===== src/rtl/rv_iopmp_pkg.sv =====
// Shared IOPMP types and constants used by the AXI-side blocks.
package rv_iopmp_pkg;

  localparam logic [1:0] RESP_OKAY   = 2'b00;
  localparam logic [1:0] RESP_SLVERR = 2'b10;

  typedef enum logic [1:0] {
    WR_IDLE,
    WR_DRAIN,
    WR_RESP
  } err_wr_state_e;

  typedef enum logic {
    RD_IDLE,
    RD_BURST
  } err_rd_state_e;

endpackage


===== src/rtl/rv_iopmp_err_responder.sv =====
// Completes IOPMP-denied AXI transactions upstream: drains W and answers B,
// or generates a full-length zero-data R burst. One denial in flight per path.
module rv_iopmp_err_responder
  import rv_iopmp_pkg::*;
#(
  parameter int ID_WIDTH   = 8,
  parameter int DATA_WIDTH = 64,
  parameter int USER_WIDTH = 2
) (
  input  logic                  clk_i,
  input  logic                  rst_i,
  // denied write handoff
  input  logic                  wr_deny_valid_i,
  output logic                  wr_deny_ready_o,
  input  logic [ID_WIDTH-1:0]   wr_deny_id_i,
  input  logic [7:0]            wr_deny_len_i,
  input  logic                  wr_deny_rs_i,
  // receiver W / B
  input  logic                  w_valid_i,
  output logic                  w_ready_o,
  input  logic                  w_last_i,
  output logic                  b_valid_o,
  input  logic                  b_ready_i,
  output logic [ID_WIDTH-1:0]   b_id_o,
  output logic [1:0]            b_resp_o,
  output logic [USER_WIDTH-1:0] b_user_o,
  // denied read handoff
  input  logic                  rd_deny_valid_i,
  output logic                  rd_deny_ready_o,
  input  logic [ID_WIDTH-1:0]   rd_deny_id_i,
  input  logic [7:0]            rd_deny_len_i,
  input  logic                  rd_deny_rs_i,
  // receiver R
  output logic                  r_valid_o,
  input  logic                  r_ready_i,
  output logic [ID_WIDTH-1:0]   r_id_o,
  output logic [DATA_WIDTH-1:0] r_data_o,
  output logic [1:0]            r_resp_o,
  output logic                  r_last_o,
  output logic [USER_WIDTH-1:0] r_user_o,
  output logic                  w_proto_err_o
);

  err_wr_state_e wr_state;
  err_rd_state_e rd_state;
  logic [7:0]    wr_len, wr_cnt;
  logic [7:0]    rd_len, rd_cnt;
  logic          wr_last_beat;

  assign wr_last_beat = (wr_cnt == wr_len);
  assign b_user_o     = '0;
  assign r_user_o     = '0;
  assign r_data_o     = '0;

  // Write path. b_id_o/b_resp_o are loaded at the handoff and only become
  // visible once b_valid_o rises, so no separate latch is needed.
  always_ff @(posedge clk_i or posedge rst_i) begin
    if (rst_i) begin
      wr_state        <= WR_IDLE;
      wr_len          <= '0;
      wr_cnt          <= '0;
      wr_deny_ready_o <= 1'b1;
      w_ready_o       <= 1'b0;
      b_valid_o       <= 1'b0;
      b_id_o          <= '0;
      b_resp_o        <= '0;
      w_proto_err_o   <= 1'b0;
    end else begin
      w_proto_err_o <= 1'b0;
      case (wr_state)
        WR_IDLE: if (wr_deny_valid_i) begin
          wr_len          <= wr_deny_len_i;
          wr_cnt          <= '0;
          b_id_o          <= wr_deny_id_i;
          b_resp_o        <= wr_deny_rs_i ? RESP_OKAY : RESP_SLVERR;
          wr_deny_ready_o <= 1'b0;
          w_ready_o       <= 1'b1;
          wr_state        <= WR_DRAIN;
        end
        WR_DRAIN: if (w_valid_i) begin
          wr_cnt        <= wr_cnt + 8'd1;
          // termination is by count; WLAST only feeds the error flag
          w_proto_err_o <= (w_last_i != wr_last_beat);
          if (wr_last_beat) begin
            w_ready_o <= 1'b0;
            b_valid_o <= 1'b1;
            wr_state  <= WR_RESP;
          end
        end
        WR_RESP: if (b_ready_i) begin
          b_valid_o       <= 1'b0;
          wr_deny_ready_o <= 1'b1;
          wr_state        <= WR_IDLE;
        end
        default: wr_state <= WR_IDLE;
      endcase
    end
  end

  // Read path. r_last_o is precomputed one beat ahead so it stays registered.
  always_ff @(posedge clk_i or posedge rst_i) begin
    if (rst_i) begin
      rd_state        <= RD_IDLE;
      rd_len          <= '0;
      rd_cnt          <= '0;
      rd_deny_ready_o <= 1'b1;
      r_valid_o       <= 1'b0;
      r_id_o          <= '0;
      r_resp_o        <= '0;
      r_last_o        <= 1'b0;
    end else begin
      case (rd_state)
        RD_IDLE: if (rd_deny_valid_i) begin
          rd_len          <= rd_deny_len_i;
          rd_cnt          <= '0;
          r_id_o          <= rd_deny_id_i;
          r_resp_o        <= rd_deny_rs_i ? RESP_OKAY : RESP_SLVERR;
          r_last_o        <= (rd_deny_len_i == 8'd0);
          r_valid_o       <= 1'b1;
          rd_deny_ready_o <= 1'b0;
          rd_state        <= RD_BURST;
        end
        RD_BURST: if (r_ready_i) begin
          if (r_last_o) begin
            r_valid_o       <= 1'b0;
            r_last_o        <= 1'b0;
            rd_deny_ready_o <= 1'b1;
            rd_state        <= RD_IDLE;
          end else begin
            rd_cnt   <= rd_cnt + 8'd1;
            r_last_o <= ((rd_cnt + 8'd1) == rd_len);
          end
        end
        default: rd_state <= RD_IDLE;
      endcase
    end
  end

endmodule


===== config.mk =====
export PLATFORM = sky130hd
export DESIGN_NAME = rv_iopmp_err_responder
export DESIGN_NICKNAME = d
export VERILOG_FILES = /design/src/rtl/rv_iopmp_pkg.sv /design/src/rtl/rv_iopmp_err_responder.sv
export SDC_FILE = /design/constraint.sdc
export NUM_CORES = 1
export LEC_CHECK = 0
export CAP_MARGIN = 10
export CELL_PAD_IN_SITES_DETAIL_PLACEMENT = 0
export CELL_PAD_IN_SITES_GLOBAL_PLACEMENT = 1
export CORE_ASPECT_RATIO = 0.7
export CORE_MARGIN = 5
export CORE_UTILIZATION = 34
export CTS_BUF_LIST = sky130_fd_sc_hd__clkbuf_16
export DETAILED_ROUTE_END_ITERATION = 7
export GPL_TIMING_DRIVEN = 0
export PLACE_DENSITY = 0.85
export SYNTH_ARGS = -nofsm -noshare
export SYNTH_HDL_FRONTEND = slang
export SYNTH_SLANG_ARGS = --single-unit

===== constraint.sdc =====
create_clock -name clk_i -period 3.6 [get_ports clk_i]
set_input_delay 1.08 -clock clk_i [delete_from_list [all_inputs] [get_ports clk_i]]
set_output_delay 1.08 -clock clk_i [all_outputs]
set_load 0.02 [all_outputs]

==> results.json <==
{
  "run_status": "finished clean",
  "dieArea_mm2": 0.0118,
  "yosysTopAreaCell": "dfrtp_1",
  "num_rows": 30,
  "cts.sinks": 60,
  "syn_to_final_growth_pct": 41.9,
  "vias": 2626,
  "cts_max_path_buffers": 2,
  "antenna_cells": 0,
  "end_kind": "register",
  "setup_violations": 0,
  "fill_cells": 915,
  "dieWidth_um": 128,
  "arrival_ns": 2.81,
  "port_buffers": 66,
  "hold_violations": 0,
  "yosysWarnings": 0,
  "timing.final.ws_setup_ns": 0.999,
  "die_h_um": 92.5,
  "cp-start-kind": "primary input",
  "cp-startpoint": "wr_deny_valid_i",
  "grt_max_degree": 43,
  "powerDensity_mw_per_mm2": 683,
  "finalCriticalPeriod_ns": 2.60,
  "grt_overflow_total": 0,
  "synth-edff-count": 0,
  "gr-usage-all-layers_pct": 13.3,
  "skew_ns": 0.00533,
  "fin_nets": 541,
  "synth_top_cell_area_share_pct": 44.0,
  "dp_slack_ns": 0.674,
  "slew_viol_final": 0,
  "antenna_found_initial": 0,
  "final_layout_size_suffix_gt1_share_pct": 22.3,
  "r2r_end": "r_last_o",
  "cts_tree": "yes",
  "grt_pass1_wl_um": 12500,
  "async_flop_share_pct": 100,
  "cts_inserted_buffers": 9,
  "maxCapViolCount": 0,
  "drtIter0Drc": 147,
  "post-cts-setup-buffers": 0,
  "hpwl_um": 6090,
  "rsz0062_at_grt": "false",
  "antenna_left": 0,
  "clk_latency_ns": 0.33,
  "clk_pin_slew_ns": 0.05,
  "synth.distinct_cells": 44,
  "fmax_mhz": 384,
  "drc": 0,
  "synthTopCellsByArea": "dfrtp_1, buf_4, nand2_1",
  "r2r_setup_slack_ns": 1.50,
  "ys_seq_elements": 60,
  "crit_end": "b_id_o[2]",
  "ys.flop_type": "dfrtp_1",
  "cp_max_fo": 10,
  "gp_congestion": 0.840,
  "maxSlewHeadroom_pct": 59.2,
  "htree_levels": 3,
  "reg2regPathDepth": 6,
  "leakagePower_nw": 2.31,
  "r2r-start": "rd_cnt[0]",
  "ir_drop_mv": 0.305,
  "crit_type": "in2reg",
  "cts-resized-gates": 0,
  "worstHoldStart": "r_id_o[6]",
  "ioPinCount": 137,
  "p_total_w": 0.00320,
  "synthesis.area_mm2": 0.00330,
  "finalCritPeriodShare_pct": 72.2,
  "cts_hold_buf": 0,
  "min_path_type": "reg2reg",
  "cts_root_buf": "clkbuf_16",
  "start_util_pct": 34.5,
  "first_pass_iters": 5,
  "syn_avg_cell_area_um2": 9.43,
  "synth_cells": 350,
  "seq_area_frac_synth_pct": 45.5,
  "wl_per_cell_um": 12.6,
  "core_mm2": 0.00957,
  "grt_pass1_vias": 2525,
  "drt_wl_total_um": 7960,
  "worstPathRequired_ns": 3.81,
  "via_per_inst": 4.17,
  "worst_pin_slew_ns": 0.610
}
-- per-layer routing --
| metal | wire (um) | GRT usage (%) | vias to the layer above |
|---|---|---|---|
| met2 | 3590 | 20.3 | 91 |
| met4 | 121 | 4.42 | 0 |
| met3 | 602 | 4.27 | 14 |
| met1 | 3650 | 17.8 | 1195 |
| li1 | - | - | 1326 |
| met5 | 0 | 0 | - |
-- critical path, cell delays in order --
cell and delay (ns):
clkdlybuf4s50_1 0.48, nand2b_1 0.08, nor2_1 0.41, buf_2 0.37
mux2_2 0.38
-- cells by family (layout without fill, tap and decap cells) --
kind of cell	after synthesis	count (layout)	share of synthesized area (%)
multiplexers	17	17	5.76
adder cells (fa/ha/maj)	2	2	0.758
XOR/XNOR	23	23	6.10
AO/OA/AOI/OAI	41	41	7.69
AND/OR/NAND/NOR	120	120	16.1
buffers and inverters	86	169	17.9
other	1	70	0.114
flip-flops	60	60	45.5
-- synth_stat cells, types with 5 or more instances --
master	n
a21oi_1	8
buf_4	70
xor2_1	5
nor2_1	22
nand2_1	67
clkbuf_1	5
dfrtp_1	58
nand3_1	7
xnor2_1	18
nand4_1	5
mux2_2	16
o21ai_0	17
inv_1	7
-- area by class of cell --
cell class                      instances  area (um^2)  share of cell area, %
Sequential cell                        60         1500                   32.1
Buffer                                 79          564                   12.0
Clock buffer                            9          225                   4.81
Tap cell                              128          160                   3.42
Clock inverter                          7         57.6                   1.23
Inverter                                7         26.3                  0.561
Multi-Input combinational cell        273         1470                   31.3
Timing Repair Buffer                   67          681                   14.5
-- power breakdown --
group          switching [W]  internal (W)
Combinational       0.000614      0.000606
Clock               0.000298      0.000525
Sequential          0.000213      0.000942
Total                0.00112       0.00207
-- worst min-delay path by stage --
stage                     slack (ns)  cells after the start        end
after CTS                       0.48                      2  r_id_o[6]
after detailed placement        0.46                      2  r_id_o[6]
after global routing            0.49                      2  r_id_o[6]
final                           0.47                      2  r_id_o[6]
after floorplan                 0.47                      2  rd_len[0]
after global placement          0.46                      2  r_id_o[2]
-- layout by cell type, fill, tap and decap left out, drive strengths merged, types with 3 or more instances in the layout --
cell type	count
nand4	5
buf	74
nor2	22
clkinv	6
mux2	16
conb	70
nor3	3
or3	3
nand3	7
clkbuf	15
dfrtp	58
clkdlybuf4s50	66
o21ai	17
and4	3
a21oi	8
xnor2	18
xor2	5
nand2	67
inv	7
-- stage by stage --
step                      hold WS [ns]  util (%)  instances  area, um^2  setup TNS [ns]
after floorplan                  0.465         -        419        3560               0
after global placement           0.458      45.8        613        4380           -6.21
after detailed placement         0.464      46.0        614        4400               0
after CTS                        0.478      48.9        630        4680               0
after global routing             0.493      48.9        630        4680               0
final                            0.472      48.9        630        4680               0
-- sequential cells by signal, summed over array words and instances (netlist names) --
name / count
b_resp_o: 1
rd_deny_ready_o: 1
wr_state: 2
b_valid_o: 1
wr_deny_ready_o: 1
r_resp_o: 1
wr_cnt: 8
r_id_o: 8
w_ready_o: 1
rd_state: 1
r_valid_o: 1
rd_len: 8
rd_cnt: 8
w_proto_err_o: 1
r_last_o: 1
b_id_o: 8
wr_len: 8
No activity file was read; power rests on OpenSTA's default activity.
